<file path="src/rtl/lifo_stack.sv">
// rtl/lifo_stack.sv - depth-parameterised LIFO stack with valid/ready push and pop handshakes
module lifo_stack #(
  parameter int SIZEDATA   = 32,
  parameter int DEPTHSTACK = 8,
  parameter int AFULLTHR   = DEPTHSTACK - 1
) (
  input  logic                                 clk_i,
  input  logic                                 rstn_i,
  input  logic                                 flush_i,
  input  logic                                 valid_i,
  input  logic [SIZEDATA-1:0]                  data_i,
  output logic                                 ready_o,
  output logic                                 valid_o,
  output logic [SIZEDATA-1:0]                  data_o,
  input  logic                                 ready_i,
  output logic [$clog2(DEPTHSTACK+1)-1:0]      count_o,
  output logic                                 almost_full_o
);

  localparam int CNTW = $clog2(DEPTHSTACK + 1);
  localparam int AW   = $clog2(DEPTHSTACK);

  logic [SIZEDATA-1:0] mem [DEPTHSTACK];
  logic [CNTW-1:0]     cnt;
  logic [AW-1:0]       top_idx;
  logic [AW-1:0]       nxt_idx;
  logic                push;
  logic                pop;

  // Handshake outputs depend only on occupancy, never on the requesting inputs
  always_comb begin
    top_idx       = AW'(cnt - CNTW'(1));
    nxt_idx       = AW'(cnt);
    valid_o       = (cnt != '0);
    ready_o       = (cnt != CNTW'(DEPTHSTACK));
    almost_full_o = (cnt >= CNTW'(AFULLTHR));
    data_o        = valid_o ? mem[top_idx] : '0;
    push          = valid_i && ready_o;
    pop           = valid_o && ready_i;
    count_o       = cnt;
  end

  // Occupancy: flush wins, a simultaneous push and pop leaves the depth unchanged
  always_ff @(posedge clk_i or negedge rstn_i) begin
    if (!rstn_i) begin
      cnt <= '0;
    end else if (flush_i) begin
      cnt <= '0;
    end else if (push && !pop) begin
      cnt <= cnt + CNTW'(1);
    end else if (pop && !push) begin
      cnt <= cnt - CNTW'(1);
    end
  end

  // Storage: a push-with-pop overwrites the departing top, a plain push writes above it
  always_ff @(posedge clk_i) begin
    if (!flush_i && push) begin
      if (pop) begin
        mem[top_idx] <= data_i;
      end else begin
        mem[nxt_idx] <= data_i;
      end
    end
  end

endmodule

</file>
<file path="config.mk">
export PLATFORM = sky130hd
export DESIGN_NAME = lifo_stack
export DESIGN_NICKNAME = d
export VERILOG_FILES = /design/src/rtl/lifo_stack.sv
export SDC_FILE = /design/constraint.sdc
export NUM_CORES = 1
export LEC_CHECK = 0
export ABC_CLOCK_PERIOD_IN_PS = 7300
export BUFFER_PORTS_ARGS = -buffer_cell sky130_fd_sc_hd__buf_2
export CAP_MARGIN = 20
export CORE_MARGIN = 2
export CORE_UTILIZATION = 32
export DETAILED_ROUTE_END_ITERATION = 7
export PLACE_DENSITY = 0.5
export SYNTH_ARGS = -nofsm -noshare
export SYNTH_HDL_FRONTEND = slang
export SYNTH_SLANG_ARGS = --single-unit
</file>
<file path="constraint.sdc">
create_clock -name clk_i -period 7.3 [get_ports clk_i]
set_input_delay 1.46 -clock clk_i [delete_from_list [all_inputs] [get_ports clk_i]]
set_output_delay 1.46 -clock clk_i [all_outputs]
set_load 0.02 [all_outputs]
</file>
Yosys cells after proc, flatten, opt, wreduce, memory -nomap -nowiden. Memories as Yosys holds them, arrays and structs flattened. Cells that the tools add are included.

Order comparisons: 1. Equal/unequal tests: 1. Multiplexer cells: 13. Reduce and logical (&&, ||, !) cells: 11. Add/sub/neg operators: 2.

Operator list (number): $mux 32 (2); $reduce_or 32->1 (1); $mux 4 (3); $mux 1 (7); $logic_and 1x1->1 (5); $add 4x1->4 const B (1); $ge 4x3->1 const B (1); $ne 4x4->1 const B (1); $reduce_bool 4->1 (1); $sub 4x1->4 const B (1); $logic_not 1->1 (3); $mux 3 (1); $reduce_bool 3->1 (1).

RAM bits: 256. Bits of input ports: 37. Memories kept: 1. Logic and storage cells: 30. Register bits after elaboration: 4.

Memory list: mem (depth 8, width 32, rd ports 1, clocked after memory_dff 0, wr ports 1, RTL line 23) `logic [SIZEDATA-1:0] mem [DEPTHSTACK];`.

Logic depth before layout (Yosys ltp). Gate-level depths: netlist of the first run.

Depth in word-level cells: 7. Gate-level depth with buffers: 10.

Worst setup path after synthesis of the first run. Ideal clock, no wire load.

Kind: input -> register. Start: input ready_i. End: memory mem[3][0] (enable). Setup time: 0.421 ns. Buffers on the path: 1. Stages: 4. Path slack: 3.199 ns. Required time: 6.879 ns. Data arrival time: 3.680 ns. Path through: clkbuf_1 -> a2111oi_4 -> a31oi_1 -> nor2_1.

Longest elaborated chain between the ends: 6. Elaborated cells on any way between the ends: 10. Those cells by class: mux: 8; reduce/logical: 2.

Ends and longest elaborated chain: start: declaration (RTL line 15) `input logic ready_i,`; $logic_and 1x1->1 * (RTL line 39) `pop = valid_o && ready_i;`; $mux 1 (RTL line 59) `if (pop) begin`; $mux 1 (RTL line 58) `if (!flush_i && push) begin`; $mux 1 (not written as such) (RTL line 62) `mem[nxt_idx] <= data_i;`; $reduce_or 32->1 (no line); $mux 3 (no line) / $mux 1 (equally long branches); end: declaration (RTL line 23).

Mark *: on every way between the ends. The rest lies on a longest branch, timed or not.

Worst setup path after layout of the first run.
Start: register cnt[0] (netlist: count_o[0]). End: output data_o[13].

Longest elaborated chain between the ends: 3. Elaborated cells on any way between the ends: 4. Those cells by class: add/sub: 1; mux: 1; reduce/logical: 1; memory: 1.

Ends and longest elaborated chain: start: declaration (RTL line 24) `logic [CNTW-1:0] cnt;`; start signal: assignment (RTL line 50) `cnt <= cnt + CNTW'(1);`; start signal: assignment (RTL line 52) `cnt <= cnt - CNTW'(1);`; $sub 4x1->4; $mem_v2 8x32; $mux 32 * (RTL line 37) `data_o = valid_o ? mem[top_idx] : '0;`; end: declaration (RTL line 14) `output logic [SIZEDATA-1:0] data_o,`.

Marked as above.

==> results of run 1 <==
-- cell type report --
cell class              instances  area [sq um]
clock buffers                  38           738
clock inverters                11           138
repair buffers                 87           485
multi-input cells             220          2320
well taps                     402           503
fillers                      2856         19400
flip-flops and latches        260          7790
inverters                       6          22.5
diodes                          1          2.50
-- sequential cells by signal, indices dropped and copies added (netlist names) --
signal   count
count_o      4
mem        256
-- where the power goes --
part | switching (mW) | internal (mW) | leakage, nW
clock network | 0.537 | 0.809 | 0.420
registers | 0.0760 | 1.75 | 2.36
logic | 1.08 | 0.651 | 1.11
-- worst register-to-register path: cells and delay by family (launching register included) --
kind                       cells  cell delay (ns)
adders and majority gates      1             0.30
DFF                            1             0.89
buffers and inverters          2             0.82
and+or+nand+nor                2             0.67
AOI/OAI and AO/OA              2             0.94
-- through the flow --
stage / hold WS, ns / util, % / total power, mW
global route: 0.725 / 38.2 / 5.16
floorplan: 0.700 / - / 2.98
global placement: 0.704 / 35.4 / 3.60
detailed placement: 0.700 / 35.4 / 3.64
finish: 0.702 / 38.2 / 4.90
CTS: 0.710 / 38.2 / 4.99
-- cell families after synthesis --
logic type | share of synthesized area [%]
flops | 76.7
simple gates | 4.34
mux | 14.2
compound gates | 2.81
buf+inv | 1.43
xor+xnor | 0.259
fa+ha+maj | 0.246
-- routing by layer --
layer  wire (um)  global-route usage (%)  share of wire, %
met5          11                       0             0.049
met4         490                    3.58               2.2
met3         907                    2.33               4.0
met2       11700                    24.5                52
met1        9360                    17.1                42
-- synthesized netlist by cell type, types with 2 or more instances --
library cell  count  area share [%]
edfxtp_1        256              76
nand2_1          70             2.6
mux4_2           64              14
a21oi_1          37             1.8
clkbuf_1         17            0.63
nor2_1           13            0.48
buf_2             8            0.39
nor3_1            7            0.35
inv_1             6            0.22
nand3_1           5            0.25
a31oi_1           4            0.25
dfrtp_1           4            0.99
a311oi_1          2            0.17
and3_2            2            0.15
ha_1              2            0.25
nand2b_1          2            0.12
nor3b_1           2            0.15
o21ai_0           2           0.099
xnor2_1           2            0.17
-- worst max path at each step --
stage | start | endpoint | slack, ns | cells past startpoint
finish | count_o[0] | data_o[13] | 2.02 | 6
detailed placement | count_o[0] | data_o[13] | 2.50 | 6
CTS | count_o[0] | data_o[13] | 1.91 | 6
floorplan | ready_i | mem[3][0] | 3.20 | 4
global placement | count_o[0] | data_o[13] | 2.54 | 6
global route | count_o[0] | data_o[13] | 1.73 | 6
==> reports/qor.csv, run 1 <==
metric,value,unit
postcts setup bufs,0,
final net count,642,
area post-placement,11100,sq um
WL/cell,21.9,um
vias per cell,4.91,
# Max-Cap Violations,0,
clk_lat worst skew,0.53,ns
power per cell area,408,nW/um^2
Synth Area per Inst,19.8,sq um
hold_sp,count_o[1],
First-pass DRT Iterations,4,
port bufs,75,
H-tree lvl count,1,
setup TNS,0,ns
Rows,65,
final worst slack,2.02,ns
Async SR Flop Fraction,1.54,%
"CTS clk-pin slew, worst paths",0.06,ns
Die H,182,um
Placement Setup Slack,2.50,ns
"commonest non-fill, non-tap cell in the layout",edfxtp_1,
"Distinct cells, synth",27,
RSZ-0062 raised after global routing,false,
crit-path cells,"inv_1, ha_4, mux4_2, nand2_1, a21oi_1, buf_2",
CTS tree,yes,
CP required,5.84,ns
"Top FF cell, synth",edfxtp_1,
post-cts sizing count,0,
Total Routing Usage GR,13.7,%
max-slew violations,0,
via count,5031,
f_max,189,MHz
Yosys warning count,0,
number of global-route vias before repair,5412,
Initial Utilization,32.3,%
I/O pins,76,
cts hold-fix bufs,0,
Placed Cells,975,
synthesized area,10200,sq um
post-route cell area,12000,sq um
worst reg2reg path depth,7,
Min-Delay Path Class,flip-flop to flip-flop,
CP max stage delay,1.04,ns
initial antenna violation count,3,
CTS sink cnt,260,
Detailed Place HPWL,11700,um
startpoint types,flip-flop,
fin cells,1025,
reg-to-reg endpoint,mem[6][8],
Layout Skew,0.00475,ns
WL final,22400,um
Iter 0 DRT Violations,345,
status,"finished, final reports clean",
sum of buffers and inverters on the critical path,2,
Layout area overhead,18.3,%
hold path depth,2,
Post-Synthesis Cells,513,
Reg-to-Reg Start,count_o[0],
Max Root-Sink Buffers,3,
kind of critical path,flip-flop to output port,
part of the cycle the worst path needs,72.4,%
fin crit period,5.28,ns
CP arrival,3.82,ns
WHS Endpoint,count_o[1],
syn_nets,552,
leak pwr,3.89,nW
register area share after synthesis,76.7,%
DRT antenna net count,0,
first-pass GRT wire length,33600,um
Peak supply drop,0.227,mV
largest net degree at the start of global routing,71,
CTS root buf,clkbuf_16,
Slew @ Worst Pin,1.04,ns
Synth Register Bits,260,
final hold viol count,0,
Core ar.,31400,sq um
Rel. slew slack,30.9,%
CP top delay family,adder cells,
Setup-failing EPs final,0,
DRC,0,
CP endpoint kind,output port,
CTS buffer count,28,
die width,182,um
Post-synth EDFFs,256,
Crit-path slowest cell,ha_4,
total grt overflow,0,
layout cell share with drive strength beyond 1,32.6,%
R2R setup slack,3.33,ns
die area,33200,sq um
Placer Congestion,0.649,
Critical Path Fanout Max,70,
"commonest cells after routing, fill and taps aside","edfxtp_1, buf_2, nand2_1",
Note: power is estimated with default switching activity, not from simulation.
==> inputs of run 2 (changes only) <==
--- a/config.mk
+++ b/config.mk
@@ -5,13 +5,14 @@
 export SDC_FILE = /design/constraint.sdc
 export NUM_CORES = 1
 export LEC_CHECK = 0
-export ABC_CLOCK_PERIOD_IN_PS = 7300
+export ABC_AREA = 1
+export ABC_CLOCK_PERIOD_IN_PS = 4500
 export BUFFER_PORTS_ARGS = -buffer_cell sky130_fd_sc_hd__buf_2
 export CAP_MARGIN = 20
 export CORE_MARGIN = 2
 export CORE_UTILIZATION = 32
 export DETAILED_ROUTE_END_ITERATION = 7
-export PLACE_DENSITY = 0.5
+export PLACE_DENSITY = 0.51
 export SYNTH_ARGS = -nofsm -noshare
 export SYNTH_HDL_FRONTEND = slang
 export SYNTH_SLANG_ARGS = --single-unit
==> constraint.sdc (replaced) <==
create_clock -name clk_i -period 4.5 [get_ports clk_i]
set_input_delay 0.9 -clock clk_i [delete_from_list [all_inputs] [get_ports clk_i]]
set_output_delay 0.9 -clock clk_i [all_outputs]
set_load 0.02 [all_outputs]
==> reports/qor.csv, run 2 <==
metric,value,unit,change
overall power,8.88,mW,was 4.90 mW
post-cts sizing count,0,,unchanged
Critical Path Fanout Max,80,,was 70
Rel. slew slack,40.7,%,was 30.9%
final hold viol count,0,,unchanged
total grt overflow,0,,unchanged
die area,34400,sq um,"was 33,200 sq um"
Die H,185,um,was 182 um
Synth top cells by count,"edfxtp_1, nor2_1, o21ai_0",,"was edfxtp_1, nand2_1, mux4_2"
f_max,247,MHz,
Detailed Place HPWL,13400,um,"was 11,700 um"
Initial Utilization,32.4,%,was 32.3%
"CTS clk-pin slew, worst paths",0.06,ns,about the same
RSZ-0062 raised after global routing,false,,unchanged
Iter 0 DRT Violations,536,,was 345
CTS tree,yes,,unchanged
Synth Register Bits,260,,unchanged
vias per cell,4.79,,was 4.91
final worst slack,0.458,ns,was 2.02 ns
layout cell share with drive strength beyond 1,16.6,%,was 32.6%
Core ar.,32500,sq um,"was 31,400 sq um"
Rows,66,,was 65
leak pwr,4.16,nW,was 3.89 nW
First-pass DRT Iterations,4,,unchanged
Setup-failing EPs final,0,,unchanged
Total Routing Usage GR,14.5,%,was 13.7%
WL final,24800,um,"was 22,400 um"
kind of critical path,flip-flop to output port,,unchanged
most numerous cell in the Yosys netlist,edfxtp_1,,unchanged
Reg-to-Reg Start,count_o[0],,unchanged
max layer used,met4,,was met5
worst reg2reg path depth,9,,was 7
CTS sink cnt,260,,unchanged
die width,185,um,was 182 um
Layout Skew,0.00806,ns,was 0.00475 ns
Layout Utilization,37.9,%,was 38.2%
synthesized area,10500,sq um,"was 10,200 sq um"
DRT antenna net count,0,,unchanged
Layout area overhead,16.8,%,was 18.3%
setup TNS,0,ns,unchanged
"Top FF cell, synth",edfxtp_1,,unchanged
first-pass GRT wire length,37900,um,"was 33,600 um"
Async SR Flop Fraction,1.54,%,unchanged
CTS root buf,clkbuf_16,,unchanged
port bufs,75,,unchanged
wire length on met1,11800,um,was 9360 um
cell accounting for the most synthesized area,edfxtp_1,,unchanged
via count,6582,,"was 5,031"
"commonest cells after routing, fill and taps aside","edfxtp_1, nor2_1, o21ai_0",,"was edfxtp_1, buf_2, nand2_1"
CP required,3.60,ns,was 5.84 ns
largest net degree at the start of global routing,90,,was 71
final net count,955,,was 642
number of global-route vias before repair,6347,,"was 5,412"
CP arrival,3.14,ns,was 3.82 ns
CTS buffer count,28,,unchanged
largest register by flop count,mem,,unchanged
"Distinct cells, synth",24,,was 27
cts hold-fix bufs,0,,unchanged
Post-Synthesis Cells,845,,was 513
post-synth top area share,73.0,%,was 75.7%
syn_nets,884,,was 552
DRC,0,,unchanged
largest cells by area after synthesis,"edfxtp_1, nor2_1, o21ai_0",,"was edfxtp_1, mux4_2, nand2_1"
WL met3,1250,um,was 907 um
startpoint types,flip-flop,,unchanged
register area share after synthesis,74.0,%,was 76.7%
clk_lat worst skew,0.53,ns,about the same
Largest register FFs,256,,unchanged
ant diodes,0,,was 1
Placer Congestion,0.724,,was 0.649
Post-synth EDFFs,256,,unchanged
Routed met2 length,11300,um,"was 11,700 um"
Placement Setup Slack,0.973,ns,was 2.50 ns
power per cell area,722,nW/um^2,was 408 nW/um^2
"commonest non-fill, non-tap cell in the layout",edfxtp_1,,unchanged
Synth Area per Inst,12.5,sq um,was 19.8 sq um
# fillers,3093,,"was 2,856"
# Max-Cap Violations,0,,unchanged
Max Root-Sink Buffers,3,,unchanged
H-tree lvl count,1,,unchanged
max-slew violations,0,,unchanged
part of the cycle the worst path needs,89.8,%,
Yosys warning count,0,,unchanged
Slew @ Worst Pin,0.889,ns,was 1.04 ns
status,"finished, final reports clean",,unchanged
CP endpoint kind,output port,,unchanged
worst setup path start,count_o[0],,unchanged
Peak supply drop,0.309,mV,was 0.227 mV
fin crit period,4.04,ns,
Min-Delay Path Class,input port to async pin,,was flip-flop to flip-flop
WL/cell,18.0,um,was 21.9 um
I/O pins,76,,unchanged
initial antenna violation count,0,,was 3
postcts setup bufs,0,,unchanged
run 2: final cells by class:
cell class	instances	area [sq um]	share of cell area, %
repair buffers	95	563	4.58
flip-flops and latches	260	7790	63.4
clock buffers	36	752	6.12
well taps	442	553	4.50
multi-input cells	522	2490	20.3
clock inverters	11	101	0.825
inverters	9	36.3	0.295
run 2: per-stage QoR:
step | instance area (sq um) | std cells | hold slack (ns)
floorplan | 10500 | 845 | 0.604
global placement | 11400 | 1328 | 0.683
detailed placement | 11400 | 1328 | 0.681
CTS | 12300 | 1375 | 0.149
global route | 12300 | 1375 | 0.157
finish | 12300 | 1375 | 0.178
run 2: routing by layer:
layer / vias up / GRT usage [%]
met4: 0 / 3.49
met2: 147 / 22.9
li1: 3182 / -
met1: 3222 / 20.8
met5: - / 0
met3: 31 / 2.34
run 2: power breakdown:
group / internal, mW / switching (mW) / leakage (nW)
clock network: 1.28 / 0.869 / 0.416
registers: 2.89 / 0.0731 / 2.36
logic: 1.11 / 2.65 / 1.39
run 2: cell families after synthesis:
kind of cell / count (synthesis) / share of synthesized area [%]
flops: 260 / 74.0
xor+xnor: 3 / 0.428
compound gates: 225 / 11.1
fa+ha+maj: 2 / 0.238
simple gates: 292 / 11.3
buf+inv: 63 / 2.94
run 2: path summary, 6_finish.rpt:
kind,to,slack [ns]
hold / removal,count_o[3],0.18
setup / recovery,data_o[21],0.46
hold reg to reg,count_o[3],0.70
max in group asynchronous,count_o[0],4.17
setup reg to reg,mem[0][9],1.14
min in group clk_i,mem[4][21],0.64
run 2: worst max-delay path, cell delays in order, from the launching register on:
cell	delay, ns
dfrtp_4	0.42
buf_4	0.49
buf_4	0.74
nor2_1	0.11
nor2_1	0.11
o21ai_0	0.08
o21ai_1	0.12
o21ai_1	0.07
nor2_1	0.21
buf_2	0.21
==> inputs of run 3 (changes only) <==
--- a/config.mk
+++ b/config.mk
@@ -13,6 +13,7 @@
 export CORE_UTILIZATION = 32
 export DETAILED_ROUTE_END_ITERATION = 7
 export PLACE_DENSITY = 0.51
+export RECOVER_POWER = 50
 export SYNTH_ARGS = -nofsm -noshare
 export SYNTH_HDL_FRONTEND = slang
 export SYNTH_SLANG_ARGS = --single-unit
==> reports/qor.csv, run 3 (synthesis gave the netlist of run 2 again) <==
metric,value,unit,change
status,"finished, final reports clean",,unchanged
Reg-to-Reg Start,count_o[0],,unchanged
WL/cell,18.0,um,about the same
CTS buffer count,28,,unchanged
Crit-path slowest cell,buf_4,,unchanged
"CTS clk-pin slew, worst paths",0.06,ns,about the same
First-pass DRT Iterations,4,,unchanged
"commonest cells after routing, fill and taps aside","edfxtp_1, nor2_1, o21ai_0",,unchanged
port bufs,75,,unchanged
WL final,24700,um,"was 24,800 um"
Max Root-Sink Buffers,3,,unchanged
layout cell share with drive strength beyond 1,12.3,%,was 16.6%
startpoint types,flip-flop,,unchanged
ant diodes,0,,unchanged
final hold viol count,0,,unchanged
Rows,66,,unchanged
most frequent cell on the critical path,nor2_1,,unchanged
I/O pins,76,,unchanged
H-tree lvl count,1,,unchanged
power per cell area,724,nW/um^2,was 722 nW/um^2
Die H,185,um,unchanged
CP max stage delay,0.75,ns,was 0.74 ns
Initial Utilization,32.4,%,unchanged
initial antenna violation count,0,,unchanged
CTS sink cnt,260,,unchanged
post-cts sizing count,0,,unchanged
"commonest non-fill, non-tap cell in the layout",edfxtp_1,,unchanged
die area,34400,sq um,unchanged
CTS root buf,clkbuf_16,,unchanged
post-route cell area,12200,sq um,"was 12,300 sq um"
Layout area overhead,16.0,%,was 16.8%
part of the cycle the worst path needs,90.1,%,was 89.8%
clk_lat worst skew,0.53,ns,about the same
CP endpoint kind,output port,,unchanged
via count,6576,,"was 6,582"
largest register by flop count,mem,,unchanged
area post-placement,11400,sq um,unchanged
Core ar.,32500,sq um,unchanged
Setup-failing EPs final,0,,unchanged
kind of critical path,flip-flop to output port,,unchanged
Placer Congestion,0.724,,unchanged
postcts setup bufs,0,,unchanged
number of global-route vias before repair,6347,,unchanged
first-pass GRT wire length,37900,um,unchanged
Iter 0 DRT Violations,498,,was 536
final net count,955,,unchanged
# fillers,3105,,"was 3,093"
Slew @ Worst Pin,0.981,ns,was 0.889 ns
cts hold-fix bufs,0,,unchanged
CP arrival,3.16,ns,was 3.14 ns
RSZ-0062 raised after global routing,false,,unchanged
vias per cell,4.78,,was 4.79
total grt overflow,0,,unchanged
CTS tree,yes,,unchanged
WHS,0.216,ns,was 0.178 ns
Min-Delay Path Class,input port to async pin,,unchanged
Layout Skew,0.00819,ns,was 0.00806 ns
fin crit period,4.06,ns,was 4.04 ns
largest net degree at the start of global routing,90,,unchanged
R2R setup slack,0.72,ns,was 1.14 ns
Largest register FFs,256,,unchanged
Total Routing Usage GR,14.5,%,unchanged
DRC,0,,unchanged
leak pwr,4.05,nW,was 4.16 nW
die width,185,um,unchanged
Rel. slew slack,34.3,%,was 40.7%
max-slew violations,0,,unchanged
CP required,3.60,ns,about the same
f_max,247,MHz,about the same
Layout Utilization,37.6,%,was 37.9%
crit-path cells,"buf_4, buf_4, nor2_1, nor2_1, o21ai_0, o21ai_1, o21ai_1, nor2_1, buf_2",,unchanged
worst setup path start,count_o[0],,unchanged
Critical Path Fanout Max,80,,unchanged
Detailed Place HPWL,13400,um,unchanged
DRT antenna net count,0,,unchanged
setup TNS,0,ns,unchanged
# Max-Cap Violations,0,,unchanged
Peak supply drop,0.332,mV,was 0.309 mV
[run 3: changes by cell type in the layout (fill, tap and decap cells not counted), sizes merged]
| cell | change |
|---|---|
| clkbuf | +36 |
| buf | -36 |
[run 3: cell type report]
type,count,area [sq um],share of cell area [%]
tap,442,553,4.53
sequential,260,7790,63.8
timing repair buffer,95,518,4.24
inverter,9,36.3,0.297
clock buffer,36,752,6.16
clock inverter,11,101,0.831
multi-input combinational,522,2450,20.1
[run 3: final timing paths]
check                             end  cells past startpoint
min in group clk_i         count_o[3]                      2
hold reg to reg            count_o[3]                      2
hold / removal             count_o[3]                      1
setup reg to reg            mem[1][9]                      9
max in group asynchronous  count_o[0]                      1
setup / recovery           data_o[14]                      9
[run 3: critical path, delay by kind of cell, from the launching register on]
kind                   cells  cell delay [ns]
AO/OA/AOI/OAI              3             0.33
flip-flops                 1             0.42
AND/OR/NAND/NOR            3             0.40
buffers and inverters      3             1.44
[run 3: routing by layer]
metal | routed length, um | GRT usage (%)
met5 | 0 | 0
met4 | 387 | 3.49
met3 | 1410 | 2.34
met2 | 11300 | 22.9
met1 | 11600 | 20.8
[run 3: power by group]
group          total [mW]  internal, mW  switching (mW)
registers            2.96          2.89          0.0688
clock network        2.15          1.28           0.868
logic                3.72          1.09            2.64
total                8.83          5.26            3.57
[run 3: stage by stage]
step | worst slack [ns] | instances | power, mW
5_1_grt | 0.189 | 1375 | 9.42
6_report | 0.444 | 1375 | 8.83
3_3_place_gp | 0.986 | 1328 | 6.84
2_1_floorplan | 0.707 | 845 | 5.52
3_5_place_dp | 0.973 | 1328 | 6.84
4_1_cts | 0.378 | 1375 | 9.01
